--- config.mk ---
export PLATFORM = sky130hd
export DESIGN_NAME = regfile_bus_if
export DESIGN_NICKNAME = d
export VERILOG_FILES = /design/src/rtl/regfile_bus_if_pkg.sv /design/src/rtl/regfile_clr_seq.sv /design/src/rtl/regfile_bus_if.sv
export SDC_FILE = /design/constraint.sdc
export NUM_CORES = 1
export LEC_CHECK = 0
export CORE_MARGIN = 2
export CORE_UTILIZATION = 30
export CTS_CLUSTER_DIAMETER = 40
export DETAILED_ROUTE_END_ITERATION = 7
export GPL_TIMING_DRIVEN = 0
export SYNTH_ARGS = -nofsm -noshare
export SYNTH_HDL_FRONTEND = slang
export SYNTH_SLANG_ARGS = --single-unit
--- constraint.sdc ---
create_clock -name clk -period 1.9 [get_ports clk]
set_input_delay 0.285 -clock clk [delete_from_list [all_inputs] [get_ports clk]]
set_output_delay 0.285 -clock clk [all_outputs]
set_load 0.005 [all_outputs]
--- src/rtl/regfile_bus_if_pkg.sv ---
// rtl/regfile_bus_if_pkg.sv - shared constants and FSM encodings for the register file bus front end
//
// Purpose: active-low enable levels, access-type codes, default geometry and
// the 2-bit FSM state encoding shared by regfile_bus_if and regfile_clr_seq.
// Ports: none (package).

package regfile_bus_if_pkg;

  localparam logic ENABLE_  = 1'b0;
  localparam logic DISABLE_ = 1'b1;

  localparam logic READ  = 1'b1;
  localparam logic WRITE = 1'b0;

  localparam int DEF_DATA_W = 32;
  localparam int DEF_DATA_D = 32;
  localparam int DEF_ADDR_W = 5;

  typedef enum logic [1:0] {
    ST_IDLE   = 2'd0,
    ST_ACCESS = 2'd1,
    ST_DONE   = 2'd2,
    ST_CLEAR  = 2'd3
  } state_e;

endpackage

--- src/rtl/regfile_clr_seq.sv ---
// rtl/regfile_clr_seq.sv - soft-clear sweep counter and one-shot arm flag
//
// Purpose: walks cnt 0..DATA_D-1 while the top-level FSM is sweeping and
// keeps an arm flag so a clear_ held low produces only one sweep.
// Ports:
//   clk, reset_   clock, asynchronous active-low reset
//   clear_i       soft-clear request level (active-low)
//   start_i       FSM is entering the sweep this cycle
//   step_i        FSM is in the sweep state
//   armed_o       a new sweep may be started
//   cnt_o         entry currently being cleared
//   last_o        cnt_o is the final entry

module regfile_clr_seq
  import regfile_bus_if_pkg::*;
#(
  parameter int DATA_D = DEF_DATA_D,
  parameter int ADDR_W = DEF_ADDR_W
) (
  input  logic              clk,
  input  logic              reset_,
  input  logic              clear_i,
  input  logic              start_i,
  input  logic              step_i,
  output logic              armed_o,
  output logic [ADDR_W-1:0] cnt_o,
  output logic              last_o
);

  localparam logic [ADDR_W-1:0] LAST_IDX = ADDR_W'(DATA_D - 1);

  logic              armed_q;
  logic [ADDR_W-1:0] cnt_q;

  always_ff @(posedge clk or negedge reset_) begin
    if (!reset_) begin
      armed_q <= 1'b1;
      cnt_q   <= '0;
    end else begin
      // Re-arm only after the request has been seen released.
      if (start_i) begin
        armed_q <= 1'b0;
      end else if (clear_i == DISABLE_) begin
        armed_q <= 1'b1;
      end

      if (start_i) begin
        cnt_q <= '0;
      end else if (step_i && !last_o) begin
        cnt_q <= cnt_q + ADDR_W'(1);
      end
    end
  end

  assign armed_o = armed_q;
  assign cnt_o   = cnt_q;
  assign last_o  = (cnt_q == LAST_IDX);

endmodule

--- src/rtl/regfile_bus_if.sv ---
// rtl/regfile_bus_if.sv - bus slave front end for the single-port register file
//
// Purpose: turns active-low cs_/as_/rw bus transactions into one-cycle
// register file accesses, returns read data with a one-cycle rdy_ pulse,
// and optionally zeroes every entry on a soft-clear request.
// Build option: REGFILE_IF_CLEAR_EN compiles in the clear sweep; without it
// clear_ is ignored and busy is held at 0.
// Ports:
//   clk, reset_            clock, asynchronous active-low reset
//   cs_, as_, rw           chip select, address strobe (active-low), READ=1/WRITE=0
//   bus_addr, bus_wr_data  request address and write data
//   bus_rd_data, rdy_      registered read data, completion pulse (active-low)
//   clear_, busy           soft-clear request (active-low), sweep in progress
//   rf_addr, rf_d_in, rf_we_, rf_d_out   register file access port

module regfile_bus_if
  import regfile_bus_if_pkg::*;
#(
  parameter int DATA_W = DEF_DATA_W,
  parameter int DATA_D = DEF_DATA_D,
  parameter int ADDR_W = DEF_ADDR_W
) (
  input  logic              clk,
  input  logic              reset_,
  input  logic              cs_,
  input  logic              as_,
  input  logic              rw,
  input  logic [ADDR_W-1:0] bus_addr,
  input  logic [DATA_W-1:0] bus_wr_data,
  output logic [DATA_W-1:0] bus_rd_data,
  output logic              rdy_,
  input  logic              clear_,
  output logic              busy,
  output logic [ADDR_W-1:0] rf_addr,
  output logic [DATA_W-1:0] rf_d_in,
  output logic              rf_we_,
  input  logic [DATA_W-1:0] rf_d_out
);

  state_e state_q;
  logic   rw_q;
  logic   oor_q;
  logic   addr_ok;
  logic   bus_req;
  logic   clr_start;

  assign addr_ok = (int'(bus_addr) < DATA_D);
  assign bus_req = (cs_ == ENABLE_) && (as_ == ENABLE_);

`ifdef REGFILE_IF_CLEAR_EN
  logic              clr_armed;
  logic              clr_last;
  logic [ADDR_W-1:0] clr_cnt;

  assign clr_start = (state_q == ST_IDLE) && (clear_ == ENABLE_) && clr_armed;

  regfile_clr_seq #(
    .DATA_D (DATA_D),
    .ADDR_W (ADDR_W)
  ) u_clr_seq (
    .clk     (clk),
    .reset_  (reset_),
    .clear_i (clear_),
    .start_i (clr_start),
    .step_i  (state_q == ST_CLEAR),
    .armed_o (clr_armed),
    .cnt_o   (clr_cnt),
    .last_o  (clr_last)
  );
`else
  logic unused_clear_in;

  assign clr_start       = 1'b0;
  assign unused_clear_in = clear_;
  assign busy            = 1'b0;
`endif

  always_ff @(posedge clk or negedge reset_) begin
    if (!reset_) begin
      state_q     <= ST_IDLE;
      rw_q        <= READ;
      oor_q       <= 1'b0;
      bus_rd_data <= '0;
      rdy_        <= DISABLE_;
      rf_we_      <= DISABLE_;
      rf_addr     <= '0;
      rf_d_in     <= '0;
`ifdef REGFILE_IF_CLEAR_EN
      busy        <= 1'b0;
`endif
    end else begin
      case (state_q)
        ST_IDLE: begin
          rdy_   <= DISABLE_;
          rf_we_ <= DISABLE_;
          if (clr_start) begin
            // Clear wins over a simultaneous bus request; the request
            // stays pending on the bus and is taken after the sweep.
            state_q <= ST_CLEAR;
            rf_addr <= '0;
            rf_d_in <= '0;
            rf_we_  <= ENABLE_;
`ifdef REGFILE_IF_CLEAR_EN
            busy    <= 1'b1;
`endif
          end else if (bus_req) begin
            state_q <= ST_ACCESS;
            rw_q    <= rw;
            oor_q   <= !addr_ok;
            rf_addr <= bus_addr;
            rf_d_in <= bus_wr_data;
            // Out-of-range writes still complete but never strobe we_.
            rf_we_  <= ((rw == WRITE) && addr_ok) ? ENABLE_ : DISABLE_;
          end
        end

        ST_ACCESS: begin
          rf_we_  <= DISABLE_;
          rdy_    <= ENABLE_;
          state_q <= ST_DONE;
          if (rw_q == READ) begin
            bus_rd_data <= oor_q ? '0 : rf_d_out;
          end
        end

        ST_DONE: begin
          rdy_    <= DISABLE_;
          state_q <= ST_IDLE;
        end

`ifdef REGFILE_IF_CLEAR_EN
        ST_CLEAR: begin
          if (clr_last) begin
            state_q <= ST_IDLE;
            rf_we_  <= DISABLE_;
            busy    <= 1'b0;
          end else begin
            rf_addr <= clr_cnt + ADDR_W'(1);
          end
        end
`endif

        default: begin
          state_q <= ST_IDLE;
          rdy_    <= DISABLE_;
          rf_we_  <= DISABLE_;
        end
      endcase
    end
  end

endmodule

==> flow_summary.yaml, run 1 <==
placement:
  post-place-cells: 413
  gp_congestion: 0.663
  placed_area_um2: 4350
  dp_hpwl_um: 4490
  dp_slack_ps: -37.5
  port-buffer-count: 144
pwr:
  ir_drop_uv: 376
  p_total_mw: 5.00
  powerDensity_nw_per_um2: 1110
  p_leak_nw: 1.86
sta:
  layout_min_cycle_time_ps: 1670
  maxSlewViolCount: 0
  rsz0062_at_grt: "false"
  max_freq_mhz: 600
  hold_viol: 0
  setup_slack_ps: 234
  fin_tns_setup_ps: 0
  post-route-period-util_pct: 87.7
  setup-violations-final: 0
  fin_hold_ws_ps: 339
  skew_ps: 9.57
global_route:
  grt_max_degree: 62
  antenna_found_initial: 0
  grt.total_usage_pct: 12.6
  grt_pass1_vias: 1966
  grt_pass1_wl_um: 9650
  grt-ovfl-total: 0
route:
  vias: 1913
  drt_iter0_markers: 36
  avgRoutedWirePerCell_um: 14.3
  drtAntennaViolNets: 0
  drt_first_pass_iters: 4
  drc: 0
  vias_per_cell: 4.45
  wl_um: 6140
clock_tree:
  clockBufferDepth: 2
  cts_sinks: 74
  cts_setup_buffers: 0
  cts_max_level: 3
  cts_made_buffers: 9
  cts.clk_slew.worst_paths_ps: 70
  clk_latency_ps: 330
  cts_tree: "done"
  clk_root_buffer_cell: "clkbuf_8"
worst_setup_path:
  cp-start-kind: "flop"
  worst_path_largest_cell_delay_ps: 530
  cpMaxStageDelayCell: "dfstp_2"
  path_max_fanout: 2
  critical_path_arrival_ps: 1380
  path_class: "reg2out"
  path_buf_inv: 1
  critPathRequiredTime_ps: 1620
  cp_cell_sequence: "clkdlybuf4s50_1"
  critPathTopFamily: "flip-flops"
  end_kind: "output pin"
outcome:
  status: "completed"
logic_synthesis:
  ys_ff_latch: 74
  syn-num-nets: 235
  yosysSeqAreaShare_pct: 67.5
  synthCells: 160
  yosys_warnings: 0
  synth.avg_cell_area_um2: 17.2
  synth_area_um2: 2750
  ys_types: 14
final_layout:
  utilization_pct: 51.4
  antenna_cells: 0
  fin_cells: 430
  stdcell_area_um2: 4520
  nFillCells: 802
  area_growth_pct: 64.6
  drive_gt1_share_pct: 27.3
  nNetsFinal: 392
job:
  drv_cap: 0
floorplanning:
  dieArea_um2: 9950
  dieWidth_um: 99.7
  ios: 147
  coreArea_um2: 8810
  initial_core_util_pct: 31.2
  rows: 34
  die_y_um: 99.7
worst_hold_path:
  hp-class: "in2async"
[path summary, 6_finish.rpt]
kind | from | endpoint | slack [ps] | cells past startpoint
max | rf_we_ | rf_we_ | 230 | 1
min | reset_ | rf_d_in[14] | 340 | 2
max reg2reg | state_q[1] | rf_addr[0] | 270 | 4
min reg2reg | rf_d_in[28] | rf_d_in[28] | 490 | 1
max in group asynchronous | reset_ | rw_q | 940 | 3
min in group clk | rf_d_in[28] | rf_d_in[28] | 490 | 1
[cells by family (layout without fill, tap and decap cells)]
kind of cell,after synthesis,in the layout,synth area share (%)
flip-flops,74,74,67.5
multiplexers,70,70,28.7
buffers and inverters,9,171,2.00
AND/OR/NAND/NOR,5,5,1.41
other,1,1,0.136
AO/OA/AOI/OAI,1,1,0.273
[sequential cells by signal, indices dropped and copies added, names as in the netlist]
register     cells
bus_rd_data     32
rf_d_in         32
rf_addr          5
state_q          2
rdy_             1
rf_we_           1
rw_q             1
[layout by cell type, fill, tap and decap left out, types with 2 or more instances in the layout]
cell type / count
buf_2: 5
clkbuf_1: 3
buf_4: 3
mux2_1: 9
mux2_2: 61
clkinv_2: 3
clkdlybuf4s50_1: 143
dfstp_2: 3
dfrtp_1: 71
clkbuf_8: 10
nor2b_1: 2
[what timing repair did]
action,in CTS,in global routing
resized for setup,0,0
endpoints found under the hold margin,13,0
hold buffers,1,0
[routing by layer]
layer / part of all wire (%) / track usage [%] / wire length [um] / vias to the layer above
li1: - / - / - / 871
met1: 42 / 15.1 / 2570 / 952
met2: 48 / 19.6 / 2920 / 83
met3: 9.5 / 5.34 / 581 / 7
met4: 1.0 / 5.69 / 64 / 0
met5: 0 / 0 / 0 / -
[report_power, final]
part | leakage (nW) | switching [mW] | internal, mW
Clock | 0.0872 | 0.542 | 0.506
Combinational | 0.911 | 0.445 | 1.25
Sequential | 0.866 | 0.213 | 2.05
[cells in the mapped netlist]
library cell / instances / area (um2)
buf_6: 1 / 11.3
conb_1: 1 / 3.75
mux2_2: 61 / 687
nand3b_1: 1 / 7.51
dfrtp_1: 71 / 1780
nor2b_1: 2 / 12.5
nor4_1: 1 / 6.26
dfstp_2: 3 / 78.8
inv_1: 1 / 3.75
nor4_2: 1 / 12.5
buf_4: 2 / 15.0
o21bai_1: 1 / 7.51
buf_2: 5 / 25.0
mux2_1: 9 / 101
[area by class of cell]
type,instances,area (um2),share of cell area (%)
Tap cell,108,135,2.99
Clock buffer,13,149,3.29
Timing Repair Buffer,146,1480,32.6
Multi-Input combinational cell,77,838,18.5
Sequential cell,74,1860,41.0
Inverter,1,3.75,0.0830
Clock inverter,3,15.0,0.332
Buffer,8,51.3,1.13
(Power assumes the default switching activity.)
==> inputs of run 2 (changes only) <==
--- a/config.mk
+++ b/config.mk
@@ -10,6 +10,7 @@
 export CTS_CLUSTER_DIAMETER = 40
 export DETAILED_ROUTE_END_ITERATION = 7
 export GPL_TIMING_DRIVEN = 0
+export RECOVER_POWER = 50
 export SYNTH_ARGS = -nofsm -noshare
 export SYNTH_HDL_FRONTEND = slang
 export SYNTH_SLANG_ARGS = --single-unit
==> flow_summary.yaml, run 2 (synthesis gave the netlist of run 1 again) <==
outcome:
  status: "completed"
global_route:
  grt.total_usage_pct: 12.6
  grt_pass1_wl_um: 9650
  antenna_found_initial: 0
  grt_pass1_vias: 1966
  grt-ovfl-total: 0
  grt_max_degree: 62
final_layout:
  drive_gt1_share_pct: 26.1
  utilization_pct: 51.1
  antenna_cells: 0
  nFillCells: 802
  final_common_cell: "clkdlybuf4s50_1"
  reg.largest.list: "bus_rd_data (32), rf_d_in (32), rf_addr (5)"
  mostFrequentLayoutCells: "122 x clkdlybuf4s50_1, 71 x dfrtp_1, 61 x mux2_2"
  area_growth_pct: 63.7
  fin_cells: 430
  nNetsFinal: 392
worst_setup_path:
  cp_cell_sequence: "clkdlybuf4s50_1"
  critPathTopFamily: "flip-flops"
  path_class: "reg2out"
  path_max_fanout: 2
  critPathRequiredTime_ps: 1620
  cp-start-kind: "flop"
  path_buf_inv: 1
  cpMaxStageDelayCell: "dfstp_2"
  end_kind: "output pin"
  critical_path_arrival_ps: 1380
  worst_path_largest_cell_delay_ps: 530
placement:
  port-buffer-count: 144
  dp_hpwl_um: 4490
  post-place-cells: 413
  dp_slack_ps: -37.5
  gp_congestion: 0.663
floorplanning:
  initial_core_util_pct: 31.2
  dieWidth_um: 99.7
  ios: 147
  rows: 34
  dieArea_um2: 9950
  coreArea_um2: 8810
  die_y_um: 99.7
sta:
  maxSlewViolCount: 0
  fin_hold_ws_ps: 488
  slew_headroom_pct: 48.7
  post-route-period-util_pct: 87.7
  skew_ps: 9.62
  layout_min_cycle_time_ps: 1670
  setup-violations-final: 0
  max_freq_mhz: 600
  rsz0062_at_grt: "false"
  setup_slack_ps: 233
  hold_viol: 0
  tightest_slew_ps: 769
route:
  drc: 0
  drt_iter0_markers: 37
  vias_per_cell: 4.45
  drt_first_pass_iters: 4
  vias: 1915
  wl_um: 6140
  avgRoutedWirePerCell_um: 14.3
  drtAntennaViolNets: 0
clock_tree:
  cts-resized-gates: 0
  cts_setup_buffers: 0
  clockBufferDepth: 2
  clk_latency_ps: 330
  cts_tree: "done"
  cts_max_level: 3
  cts.clk_slew.worst_paths_ps: 70
  clk_root_buffer_cell: "clkbuf_8"
  cts_made_buffers: 9
  cts_sinks: 74
job:
  drv_cap: 0
pwr:
  ir_drop_uv: 375
  p_leak_nw: 1.86
  powerDensity_nw_per_um2: 1090
worst_hold_path:
  hp-class: "reg2reg"
-- run 2: cell count changes in the layout (fill, tap and decap cells not counted), sizes merged --
cell	delta
clkbuf	+4
dlygate4sd3	+21
buf	-4
clkdlybuf4s50	-21
-- run 2: power breakdown --
| group | internal, mW | switching, mW | total (mW) |
|---|---|---|---|
| Sequential | 2.05 | 0.205 | 2.25 |
| Clock | 0.506 | 0.542 | 1.05 |
| Combinational | 1.18 | 0.445 | 1.63 |
| Total | 3.73 | 1.19 | 4.92 |
-- run 2: what timing repair did --
item | CTS | global route
hold endpoints to repair | 13 | 0
endpoints found under the setup margin | 0 | 0
hold buffers | 1 | 0
-- run 2: layout make-up --
type,count,area [um2],area share [%]
buffer,8,47.5,1.06
clock buffer,13,149,3.31
clock inverter,3,15.0,0.334
inverter,1,3.75,0.0834
multi-input combinational,77,838,18.6
sequential,74,1860,41.2
tap,108,135,3.00
timing repair buffer,146,1460,32.4
-- run 2: stage by stage --
stage,setup TNS (ps),instance area (um2),power [mW]
after floorplan,0,2750,2.79
after global placement,-156680,4330,3.97
after detailed placement,-286,4350,4.01
after CTS,0,4520,5.11
after global routing,0,4500,5.25
final,0,4500,4.92
-- run 2: path summary, 6_finish.rpt --
check	endpoint	startpoint	cells past startpoint	slack (ps)
setup / recovery	rf_we_	rf_we_	1	230
hold / removal	rf_addr[0]	rf_addr[0]	1	490
hold reg to reg	rf_addr[0]	rf_addr[0]	1	490
max in group asynchronous	rf_d_in[2]	reset_	3	340
setup reg to reg	rf_addr[0]	state_q[1]	4	270
min in group asynchronous	rf_d_in[14]	reset_	2	530
-- run 2: routing by layer --
| layer | part of all wire (%) | wire length [um] | GRT usage, % |
|---|---|---|---|
| met1 | 42 | 2560 | 15.1 |
| met2 | 48 | 2920 | 19.6 |
| met3 | 9.6 | 588 | 5.34 |
| met4 | 1.0 | 64 | 5.69 |
| met5 | 0 | 0 | 0 |
==> inputs of run 3 (changes only) <==
--- a/config.mk
+++ b/config.mk
@@ -6,10 +6,11 @@
 export NUM_CORES = 1
 export LEC_CHECK = 0
 export CORE_MARGIN = 2
-export CORE_UTILIZATION = 30
+export CORE_UTILIZATION = 39
 export CTS_CLUSTER_DIAMETER = 40
 export DETAILED_ROUTE_END_ITERATION = 7
 export GPL_TIMING_DRIVEN = 0
+export PLACE_DENSITY = 0.8
 export RECOVER_POWER = 50
 export SYNTH_ARGS = -nofsm -noshare
 export SYNTH_HDL_FRONTEND = slang
==> flow_summary.yaml, run 3 (synthesis gave the netlist of run 1 again) <==
floorplanning:
  die_y_um: 88.0
  dieArea_um2: 7740
  dieWidth_um: 88.0
  ios: 147
  coreArea_um2: 6790
  initial_core_util_pct: 40.5
  rows: 30
final_layout:
  nNetsFinal: 392
  stdcell_area_um2: 4540
  reg.largest.list: "bus_rd_data (32), rf_d_in (32), rf_addr (5)"
  area_growth_pct: 65.3
  mostFrequentLayoutCells: "118 x clkdlybuf4s50_1, 71 x dfrtp_1, 61 x mux2_2"
  antenna_cells: 0
  fin_cells: 418
  drive_gt1_share_pct: 27.3
  final_common_cell: "clkdlybuf4s50_1"
clock_tree:
  cts_made_buffers: 9
  cts_tree: "done"
  cts.clk_slew.worst_paths_ps: 80
  clk_root_buffer_cell: "clkbuf_8"
  cts_sinks: 74
  cts-resized-gates: 0
  clk_latency_ps: 330
  clockBufferDepth: 2
  cts_max_level: 3
global_route:
  met2_usage_pct: 24.3
  antenna_found_initial: 0
  grt.total_usage_pct: 15.1
  grt_max_degree: 64
  grt_use_met1_pct: 17.9
  grt_pass1_vias: 1913
  grt_pass1_wl_um: 8880
  grt-ovfl-total: 0
  use_met3_pct: 6.41
  top_usage_layer: "met2"
placement:
  port-buffer-count: 144
  gp_congestion: 0.703
  dp_hpwl_um: 4360
  placed_area_um2: 4340
  post-place-cells: 401
  dp_slack_ps: -37.0
worst_setup_path:
  worst_path_largest_cell_delay_ps: 520
  cp-start-kind: "flop"
  cp_cell_sequence: "clkdlybuf4s50_1"
  r2r_slack_ps: 250
  critPathRequiredTime_ps: 1620
  path_class: "reg2out"
  regToRegEndpoint: "rf_addr[1]"
  crit_end: "rdy_"
  critical_path_arrival_ps: 1370
  startpoint: "rdy_"
  critPathTopFamily: "flip-flops"
  path_buf_inv: 1
  cpMaxStageDelayCell: "dfstp_2"
  timing.rr.start: "state_q[0]"
  end_kind: "output pin"
  reg2reg_depth: 4
  path_max_fanout: 1
  crit_cells: 1
sta:
  setup-violations-final: 0
  setup_slack_ps: 242
  rsz0062_at_grt: "false"
  hold_viol: 0
  maxSlewViolCount: 0
  tightest_slew_ps: 663
  slew_headroom_pct: 55.8
  max_freq_mhz: 603
  skew_ps: 8.13
  layout_min_cycle_time_ps: 1660
  fin_hold_ws_ps: 488
  post-route-period-util_pct: 87.3
job:
  drv_cap: 0
route:
  drt_iter0_markers: 18
  vias: 1895
  avgRoutedWirePerCell_um: 14.0
  drc: 0
  wl_um: 5870
  drtAntennaViolNets: 0
  drt_first_pass_iters: 2
  vias_per_cell: 4.53
pwr:
  ir_drop_uv: 650
  p_leak_nw: 1.88
  powerDensity_nw_per_um2: 1150
worst_hold_path:
  hp-class: "reg2reg"
outcome:
  status: "completed"
run 3: cell count changes in the layout (fill, tap and decap cells not counted), moves of 2 or more:
cell             change
clkdlybuf4s50_1      -4
clkbuf_1             -4
bufinv_16            +2
dlygate4sd3_1        +4
buf_2                +2
run 3: cell type report:
cell class | count | area, um2
Multi-Input combinational cell | 77 | 838
Sequential cell | 74 | 1860
Tap cell | 96 | 120
Fill cell | 519 | 2250
Timing Repair Buffer | 146 | 1460
Clock buffer | 11 | 141
Inverter | 1 | 3.75
Buffer | 8 | 50.0
Clock inverter | 5 | 77.6
run 3: worst min-delay path by stage:
stage / from / to / slack, ps / depth (start not counted)
after global placement: rf_d_in[30] / rf_d_in[30] / 470 / 1
final: rf_d_in[30] / rf_d_in[30] / 490 / 1
after detailed placement: reset_ / rf_d_in[7] / 150 / 1
after global routing: rf_d_in[28] / rf_d_in[28] / 510 / 1
after floorplan: reset_ / bus_rd_data[0] / -10 / 0
after CTS: reset_ / rf_d_in[31] / 330 / 2
run 3: through the flow:
stage | setup TNS, ps | total power [mW] | utilization [%]
floorplan | 0 | 2.79 | -
global placement | -144910 | 3.96 | 63.4
detailed placement | -239 | 4.02 | 63.8
CTS | 0 | 5.37 | 67.2
global route | 0 | 5.50 | 66.9
finish | 0 | 5.22 | 66.9
run 3: per-layer routing:
metal | up-vias | wire, um
li1 | 874 | -
met2 | 86 | 2830
met1 | 930 | 2370
met4 | 0 | 40
met3 | 5 | 621
met5 | - | 0
run 3: report_power, final:
group	internal [mW]	switching, mW	total, mW
sequential	2.05	0.212	2.26
clock	0.772	0.556	1.33
combinational	1.19	0.443	1.63
run 3: timing repair:
| item | CTS | global route |
|---|---|---|
| hold endpoints to repair | 11 | 0 |
| hold buffers | 1 | 0 |
| buffers inserted | 0 | 0 |
